**config.mk**
```make
export PLATFORM = sky130hd
export DESIGN_NAME = norm_shift_ctrl
export DESIGN_NICKNAME = d
export VERILOG_FILES = /design/src/rtl/norm_shift_ctrl.sv
export SDC_FILE = /design/constraint.sdc
export NUM_CORES = 1
export LEC_CHECK = 0
export BUFFER_PORTS_ARGS = -buffer_cell sky130_fd_sc_hd__buf_2
export CORE_MARGIN = 8
export CORE_UTILIZATION = 55
export CTS_CLUSTER_DIAMETER = 150
export CTS_CLUSTER_SIZE = 10
export DETAILED_ROUTE_END_ITERATION = 7
export GPL_ROUTABILITY_DRIVEN = 0
export PLACE_DENSITY = 0.85
export SLEW_MARGIN = 10
export SYNTH_ARGS = -nofsm -noshare
export SYNTH_HDL_FRONTEND = slang
export SYNTH_SLANG_ARGS = --single-unit
export TNS_END_PERCENT = 30
```
**constraint.sdc**
```tcl
create_clock -name clk_i -period 2.7 [get_ports clk_i]
set_input_delay 0.27 -clock clk_i [delete_from_list [all_inputs] [get_ports clk_i]]
set_output_delay 0.27 -clock clk_i [all_outputs]
set_load 0.01 [all_outputs]
```
**src/rtl/norm_shift_ctrl.sv**
```systemverilog
// Handshaked right-shift normaliser: shifts an IN_W word down until it is below 2^(OUT_W-1).
// Define NORM_SHIFT_ROUND_EN to round the result by the last bit shifted out (saturating).
module norm_shift_ctrl #(
    parameter int  IN_W  = 32,
    parameter int  OUT_W = 16,
    parameter int  IDX_W = 4,
    localparam int SH_W  = $clog2(IN_W) + 1
) (
    input  logic              clk_i,
    input  logic              rst_i,
    input  logic              start_i,
    input  logic [IN_W-1:0]   data_i,
    input  logic [IDX_W-1:0]  index_i,
    output logic              busy_o,
    output logic              done_o,
    output logic [OUT_W-1:0]  y_o,
    output logic [SH_W-1:0]   shift_o,
    output logic              bit_o
);

    localparam int              YI_W = $clog2(OUT_W);
    localparam logic [OUT_W-1:0] TH_V = OUT_W'(1) << (OUT_W - 1);

    typedef enum logic [1:0] {IDLE, SHIFT, DONE} state_t;

    state_t             state_q, state_d;
    logic [IN_W-1:0]    work_q, work_d;
    logic [IDX_W-1:0]   idx_q, idx_d;
    logic [SH_W-1:0]    cnt_q, cnt_d;
    logic [OUT_W-1:0]   y_q, y_d;
    logic [SH_W-1:0]    shift_q, shift_d;
    logic               bit_q, bit_d;
    logic [OUT_W-1:0]   y_next;
    logic               bit_next;
    logic [IDX_W:0]     pos;
    logic [YI_W-1:0]    sel;
    logic               in_range;
    logic               load;

`ifdef NORM_SHIFT_ROUND_EN
    logic               last_q, last_d;
    logic [OUT_W-1:0]   rnd;
`endif

    // Everything above the top OUT_W-1 bits must be clear to be below TH.
    assign in_range = (work_q[IN_W-1:OUT_W-1] == '0);

    always_comb begin
`ifdef NORM_SHIFT_ROUND_EN
        // work < TH here, so the sum can reach TH at most: its MSB flags saturation.
        rnd    = work_q[OUT_W-1:0] + OUT_W'(last_q);
        y_next = rnd[OUT_W-1] ? (TH_V - OUT_W'(1)) : rnd;
`else
        y_next = work_q[OUT_W-1:0];
`endif
        pos = {idx_q, 1'b1};
        if (int'(pos) <= OUT_W - 2) sel = YI_W'(pos);
        else                        sel = YI_W'(OUT_W - 2);
        bit_next = y_next[sel];
    end

    always_comb begin
        state_d = state_q;
        work_d  = work_q;
        idx_d   = idx_q;
        cnt_d   = cnt_q;
        y_d     = y_q;
        shift_d = shift_q;
        bit_d   = bit_q;
        load    = 1'b0;
`ifdef NORM_SHIFT_ROUND_EN
        last_d  = last_q;
`endif
        case (state_q)
            IDLE: load = start_i;
            SHIFT: begin
                if (in_range) begin
                    state_d = DONE;
                    y_d     = y_next;
                    shift_d = cnt_q;
                    bit_d   = bit_next;
                end else begin
                    work_d = work_q >> 1;
                    cnt_d  = cnt_q + SH_W'(1);
`ifdef NORM_SHIFT_ROUND_EN
                    last_d = work_q[0];
`endif
                end
            end
            DONE: begin
                load    = start_i;
                state_d = IDLE;
            end
            default: state_d = IDLE;
        endcase
        if (load) begin
            state_d = SHIFT;
            work_d  = data_i;
            idx_d   = index_i;
            cnt_d   = '0;
`ifdef NORM_SHIFT_ROUND_EN
            last_d  = 1'b0;
`endif
        end
    end

    always_ff @(posedge clk_i) begin
        if (rst_i) begin
            state_q <= IDLE;
            work_q  <= '0;
            idx_q   <= '0;
            cnt_q   <= '0;
            y_q     <= '0;
            shift_q <= '0;
            bit_q   <= 1'b0;
`ifdef NORM_SHIFT_ROUND_EN
            last_q  <= 1'b0;
`endif
        end else begin
            state_q <= state_d;
            work_q  <= work_d;
            idx_q   <= idx_d;
            cnt_q   <= cnt_d;
            y_q     <= y_d;
            shift_q <= shift_d;
            bit_q   <= bit_d;
`ifdef NORM_SHIFT_ROUND_EN
            last_q  <= last_d;
`endif
        end
    end

    assign busy_o  = (state_q == SHIFT);
    assign done_o  = (state_q == DONE);
    assign y_o     = y_q;
    assign shift_o = shift_q;
    assign bit_o   = bit_q;

endmodule

```
==> results.py, run 1 <==
metrics = {
    "run_status": {
        "outcome": "finished, final reports clean",
    },
    "yosys": {
        "syn_inst": 310,
        "synth_fa_ha_area_share_pct": 0.452,
        "yosysSeqAreaShare_pct": 48.4,
        "synth_seq_cells": 67,
        "synth_compound_area_share_pct": 17.9,
        "syn_avg_cell_area_sq_um": 8.93,
        "synth-xor-area-share_pct": 1.58,
        "syn_area_sq_mm": 0.00277,
        "async_flop_share_pct": 0,
        "syn_nets": 350,
        "synth_top_family_by_area": "simple AND/OR/NAND/NOR gates",
        "yosys-mux-area-fraction_pct": 8.72,
        "synth_cell_type_count": 36,
        "ys_warn_count": 0,
        "synth_edf_count": 0,
        "yosys_most_used_dff": "dfxtp_1",
        "synth-simple-area-share_pct": 18.7,
    },
    "sta": {
        "finalCriticalPeriod_ps": 2100,
        "max_clock_freq_mhz": 477,
        "max_slew.worst_pin.slew_ps": 729,
        "skew_ps": 5.23,
        "finalSetupViolCount": 0,
        "slew_violations": 0,
        "rsz0062_at_grt": "no",
        "hold_violations": 0,
        "maxSlewHeadroom_pct": 51.4,
        "fin_crit_sh_pct": 77.7,
        "setup_tns_ps": 0,
    },
    "cts": {
        "htreeDepth": 3,
        "cts.sinks": 67,
        "cts_tree": "built",
        "post-cts-setup-buffer-count": 0,
        "clock_latency_ps": 340,
        "cts_resized": 0,
        "cts_buffers": 9,
        "cts.hold.buffers_added": 0,
        "clk_pin_slew_ps": 70,
        "cts_max_path_buffers": 2,
        "cts_root_buf": "clkbuf_8",
    },
    "floorplan": {
        "die_x_microns": 87.0,
        "num_rows": 26,
        "fp.coreArea_sq_mm": 0.00498,
        "die_h_microns": 87.0,
        "initial_utilization_pct": 55.6,
        "die_area_sq_mm": 0.00756,
        "ios": 64,
    },
    "pwr": {
        "power.density_mw_per_mm2": 641,
        "ir_drop_uv": 387,
        "power_leakage_nw": 1.34,
    },
    "place": {
        "detailed_place_hpwl_mm": 4.55,
        "port_buffers": 63,
        "post_dp_cell_area_sq_mm": 0.00312,
    },
    "global_route": {
        "grt_max_degree": 38,
        "grt_pass1_wl_mm": 10.7,
        "grt_pass1_vias": 2417,
        "grt_use_total_pct": 17.8,
        "antenna_found_initial": 0,
        "grt_remaining_overflow": 0,
    },
    "worst_setup_path": {
        "crit-reg2reg-launch": "work_q[29]",
        "crit_arrival_ps": 2340,
        "rrSetupSlack_ps": 600,
        "r2r_cells": 6,
        "timing.rr.end": "work_q[6]",
        "cp_slowest_cell": "o21ai_2",
        "required_ps": 2940,
        "cpPeakStageDelay_ps": 470,
        "setup.worst_path.end_class": "flop",
        "critPathLaunchType": "flop",
        "crit_fanout": 11,
        "crit_type": "reg -> reg",
        "worstPathCellList": "nor4_2 -> nand4_2 -> o21ai_2 -> buf_4 -> nand2_1 -> a211oi_1",
    },
    "final_layout": {
        "n_fill_cell": 428,
        "multiInputGateArea_sq_mm": 0.00132,
        "nets": 406,
        "regArea_sq_mm": 0.00134,
        "layout_commonest_cell": "dfxtp_1",
        "fin_util_pct": 66.1,
        "n_antenna_cell": 0,
        "layout_common_cells": "dfxtp_1 (67), buf_2 (63), nor2_1 (47)",
        "drive_gt1_share_pct": 24.5,
        "syn_to_final_growth_pct": 18.8,
        "fin_area_sq_mm": 0.00329,
    },
    "route": {
        "drt_iter0_drc": 108,
        "vias": 2440,
        "dr.pass1.iters": 4,
        "drc": 0,
        "post_drt_wl_per_cell_microns": 14.7,
        "routed_wl_mm": 6.49,
        "ant_nets": 0,
        "vias_per_cell": 5.53,
    },
    "worst_hold_path": {
        "min_from": "index_i[0]",
        "min_to": "idx_q[0]",
        "hold_path.class": "in -> reg",
        "hold_depth": 3,
    },
    "run": {
        "drv_cap": 0,
    },
}
report_power, final:
group	leakage (nW)	internal, W	switching (W)	total, W
sequential	0.547	0.00104	0.0000533	0.00110
combinational	0.698	0.000114	0.000167	0.000280
clock	0.0905	0.000382	0.000351	0.000732
total	1.34	0.00154	0.000571	0.00211
how the worst max path moves through the flow:
stage	from	cells past startpoint	slack, ps	to
4_1_cts	work_q[29]	6	590	work_q[6]
6_report	work_q[29]	6	600	work_q[6]
5_1_grt	state_q[0]	5	500	work_q[2]
3_3_place_gp	work_q[29]	6	770	work_q[6]
2_1_floorplan	work_q[17]	6	990	shift_o[3]
3_5_place_dp	work_q[29]	6	670	work_q[3]
cell usage after synthesis, drive strengths merged, types with 2 or more instances:
library cell | n | area, sq um
nor2 | 47 | 176
a21oi | 33 | 165
a221oi | 5 | 43.8
o211ai | 4 | 30.0
a31oi | 2 | 12.5
buf | 12 | 65.1
nand2b | 3 | 18.8
and3 | 3 | 18.8
nor3 | 6 | 41.3
nand2 | 28 | 105
nor2b | 3 | 18.8
dfxtp | 67 | 1340
o21a | 2 | 15.0
nand3 | 12 | 60.1
clkbuf | 13 | 48.8
o21ai | 2 | 10.0
a22oi | 12 | 90.1
a211oi | 15 | 113
mux2i | 23 | 230
nor4 | 4 | 43.8
xor2 | 4 | 35.0
final cells by class:
type | count | share of cell area (%)
Multi-Input combinational cell | 217 | 40.0
Tap cell | 70 | 2.66
Clock buffer | 14 | 4.94
Clock inverter | 2 | 0.304
Timing Repair Buffer | 70 | 11.2
Sequential cell | 67 | 40.8
Inverter | 1 | 0.114
kinds of logic after synthesis:
kind of cell / after synthesis
compound gates: 77
xor+xnor: 5
fa+ha+maj: 1
buf+inv: 26
flops: 67
mux: 24
simple gates: 110
metrics by stage:
stage          hold slack, ps  power, W  std cells  worst slack [ps]
2_1_floorplan             406   0.00131        310               990
3_3_place_gp              451   0.00138        425               774
3_5_place_dp              463   0.00139        425               667
4_1_cts                   153   0.00213        441               592
5_1_grt                   168   0.00221        441               496
6_report                  171   0.00211        441               603
critical path, delay by kind of cell (launching register included):
kind | cells | cell delay [ps]
AO/OA/AOI/OAI | 2 | 720
flip-flops | 1 | 340
AND/OR/NAND/NOR | 3 | 670
buffers and inverters | 1 | 270
metal layers:
metal | global-route usage (%) | vias to the layer above | part of all wire [%]
met2 | 29.3 | 72 | 48
met5 | 0 | - | 0
li1 | - | 1214 | -
met3 | 5.00 | 14 | 6.7
met1 | 19.6 | 1140 | 43
met4 | 12.1 | 0 | 2.1
flip-flops by register name, summed over array words and instances (netlist names):
name,count
shift_o,6
bit_o,1
idx_q,4
cnt_q,6
state_q,2
work_q,32
y_o,16
Note: power is estimated with default switching activity, not from simulation.
==> run 2: changes to the inputs <==
--- a/config.mk
+++ b/config.mk
@@ -5,6 +5,7 @@
 export SDC_FILE = /design/constraint.sdc
 export NUM_CORES = 1
 export LEC_CHECK = 0
+export ABC_AREA = 1
 export BUFFER_PORTS_ARGS = -buffer_cell sky130_fd_sc_hd__buf_2
 export CORE_MARGIN = 8
 export CORE_UTILIZATION = 55
@@ -12,7 +13,7 @@
 export CTS_CLUSTER_SIZE = 10
 export DETAILED_ROUTE_END_ITERATION = 7
 export GPL_ROUTABILITY_DRIVEN = 0
-export PLACE_DENSITY = 0.85
+export PLACE_DENSITY = 0.84
 export SLEW_MARGIN = 10
 export SYNTH_ARGS = -nofsm -noshare
 export SYNTH_HDL_FRONTEND = slang
==> constraint.sdc (replaced) <==
create_clock -name clk_i -period 2.1 [get_ports clk_i]
set_input_delay 0.21 -clock clk_i [delete_from_list [all_inputs] [get_ports clk_i]]
set_output_delay 0.21 -clock clk_i [all_outputs]
set_load 0.01 [all_outputs]
==> results.py, run 2 <==
metrics = {
    "floorplan": {
        "die_area_sq_mm": 0.00860,
        "num_rows": 28,
        "ios": 64,
        "die_x_microns": 92.7,
        "fp.coreArea_sq_mm": 0.00582,
        "initial_utilization_pct": 55.7,
        "die_h_microns": 92.7,
    },
    "yosys": {
        "yosysTopAreaCell": "dfxtp_1",
        "yosys_most_used_dff": "dfxtp_1",
        "ys_warn_count": 0,
        "yosysSeqAreaShare_pct": 41.4,
        "syn_avg_cell_area_sq_um": 7.02,
        "syn_nets": 501,
        "yosysMostFrequentCell": "nand2_1",
        "syn_area_sq_mm": 0.00324,
        "synth_edf_count": 0,
        "ys_top_cells_by_area": "dfxtp_1 (41%), nand2_1 (16%), nand3_1 (12%)",
        "async_flop_share_pct": 0,
        "synth_common_cells": "nand2_1 (136), nand3_1 (76), dfxtp_1 (67)",
        "synth_top_cell_area_share_pct": 41.4,
        "synth_cell_type_count": 26,
        "synth_seq_cells": 67,
        "syn_inst": 461,
    },
    "global_route": {
        "grt_pass1_wl_mm": 13.1,
        "grt_use_total_pct": 18.5,
        "grt_max_degree": 41,
        "antenna_found_initial": 0,
        "grt_remaining_overflow": 0,
        "grt_pass1_vias": 2941,
    },
    "sta": {
        "worst_slack_ps": 528,
        "max_slew.worst_pin.slew_ps": 416,
        "finalCriticalPeriod_ps": 1570,
        "rsz0062_at_grt": "no",
        "slew_violations": 0,
        "maxSlewHeadroom_pct": 72.2,
        "max_clock_freq_mhz": 636,
        "fin_crit_sh_pct": 74.9,
        "setup_tns_ps": 0,
        "hold_violations": 0,
        "finalSetupViolCount": 0,
        "skew_ps": 10.6,
    },
    "final_layout": {
        "syn_to_final_growth_pct": 15.8,
        "fin_area_sq_mm": 0.00375,
        "nets": 552,
        "largest_register": "work_q",
        "drive_gt1_share_pct": 22.9,
        "n_fill_cell": 554,
        "layout_common_cells": "nand2_1 (136), nand3_1 (76), dfxtp_1 (67)",
        "fin_util_pct": 64.5,
        "largest_reg_flops": 32,
        "layout_commonest_cell": "nand2_1",
        "n_antenna_cell": 0,
    },
    "pwr": {
        "power_frac_seq_pct": 43.5,
        "p_int_w": 0.00223,
        "power_leakage_nw": 1.61,
        "p_switching_w": 0.00105,
        "ir_drop_uv": 440,
        "power.total_w": 0.00328,
        "switching_share_pct": 31.9,
        "power_frac_comb_pct": 23.2,
        "power.density_mw_per_mm2": 874,
        "p_clk_share_pct": 33.4,
    },
    "worst_setup_path": {
        "cp.depth": 7,
        "required_ps": 2360,
        "r2r_cells": 7,
        "crit_type": "reg -> reg",
        "cpPeakStageDelay_ps": 340,
        "crit_arrival_ps": 1830,
        "cp_slowest_cell": "dfxtp_1",
        "crit_fanout": 40,
        "crit-reg2reg-launch": "work_q[28]",
        "critPathLaunchType": "flop",
        "timing.rr.end": "work_q[20]",
        "worstPathCellList": "nor2_1 -> nand2_1 -> nor2_1 -> nand3_4 -> nand2_4 -> nand3_1 -> a21oi_1",
        "rrSetupSlack_ps": 530,
        "setup.worst_path.end_class": "flop",
        "critPathMostFrequentCell": "nor2_1",
        "cpLargestDelayFamily": "simple AND/OR/NAND/NOR gates",
        "critPathBufInv": 0,
    },
    "route": {
        "drt_iter0_drc": 221,
        "vias_per_cell": 5.34,
        "ant_nets": 0,
        "top_layer": "met4",
        "post_drt_wl_per_cell_microns": 13.4,
        "drc": 0,
        "wl_met3_microns": 502,
        "routed-wl-met2_mm": 3.70,
        "routed_wl_mm": 7.90,
        "wl_met1_mm": 3.58,
        "vias": 3152,
        "dr.pass1.iters": 4,
    },
    "place": {
        "post_dp_cell_area_sq_mm": 0.00355,
        "detailed_place_hpwl_mm": 5.33,
        "port_buffers": 63,
        "dp_slack_ps": 569,
    },
    "worst_hold_path": {
        "hold_path.class": "in -> reg",
        "min_from": "index_i[0]",
        "min_to": "idx_q[0]",
        "hold_depth": 3,
    },
    "cts": {
        "cts_max_path_buffers": 2,
        "cts_resized": 0,
        "cts.hold.buffers_added": 0,
        "cts_buffers": 9,
        "cts_tree": "built",
        "htreeDepth": 3,
        "cts_root_buf": "clkbuf_8",
        "clock_latency_ps": 340,
        "cts.sinks": 67,
        "clk_pin_slew_ps": 70,
        "post-cts-setup-buffer-count": 0,
    },
    "run": {
        "drv_cap": 0,
    },
    "run_status": {
        "outcome": "finished, final reports clean",
    },
}
## run 2: changes by cell type after synthesis, sizes merged, moves of 13 or more
cell / change
nand2: +120
nand3: +66
mux2i: -23
a211oi: -13
nor2: -20
inv: +23
a21oi: +31
## run 2: worst reg2reg max path: stages, from the launching register on
cell and delay [ps]:
dfxtp_1 340, nor2_1 130, nand2_1 70, nor2_1 170, nand3_4 120, nand2_4 340
nand3_1 170, a21oi_1 160
## run 2: worst max-delay path by stage
stage,start,endpoint,slack (ps)
floorplan,work_q[26],shift_o[2],830
global placement,work_q[26],cnt_q[1],620
detailed placement,work_q[26],cnt_q[1],570
CTS,work_q[22],work_q[20],550
global route,work_q[23],work_q[13],390
finish,work_q[28],work_q[20],530
## run 2: metal layers
layer | track usage [%] | up-vias
met2 | 30.4 | 120
met5 | 0 | -
met4 | 7.92 | 0
met1 | 22.2 | 1423
li1 | - | 1598
met3 | 5.02 | 11
## run 2: per-stage QoR
stage / std cells / hold slack (ps)
finish: 590 / 116
global route: 590 / 110
CTS: 590 / 103
detailed placement: 576 / 433
global placement: 576 / 424
floorplan: 461 / 354
## run 2: area by class of cell
cell class	instances	area (sq um)	share of cell area, %
timing repair buffer	72	395	10.5
clock buffer	12	165	4.40
tap	75	93.8	2.50
sequential	67	1340	35.8
clock inverter	2	35.0	0.934
inverter	25	95.1	2.54
multi-input combinational	337	1630	43.3
## run 2: logic make-up (layout without fill, tap and decap cells)
logic type | count (synthesis) | in the layout | synth area share, %
simple gates | 255 | 255 | 35.4
compound gates | 77 | 77 | 13.2
flops | 67 | 67 | 41.4
buf+inv | 57 | 111 | 8.50
xor+xnor | 4 | 4 | 1.08
fa+ha+maj | 1 | 1 | 0.386
## run 2: power by group through the flow
stage / registers (W) / logic [W] / clock network (W)
after floorplan: 0.00144 / 0.000610 / 0
after global placement: 0.00145 / 0.000733 / 0
after detailed placement: 0.00145 / 0.000752 / 0
after CTS: 0.00142 / 0.000757 / 0.00110
after global routing: 0.00143 / 0.000850 / 0.00116
final: 0.00142 / 0.000759 / 0.00109
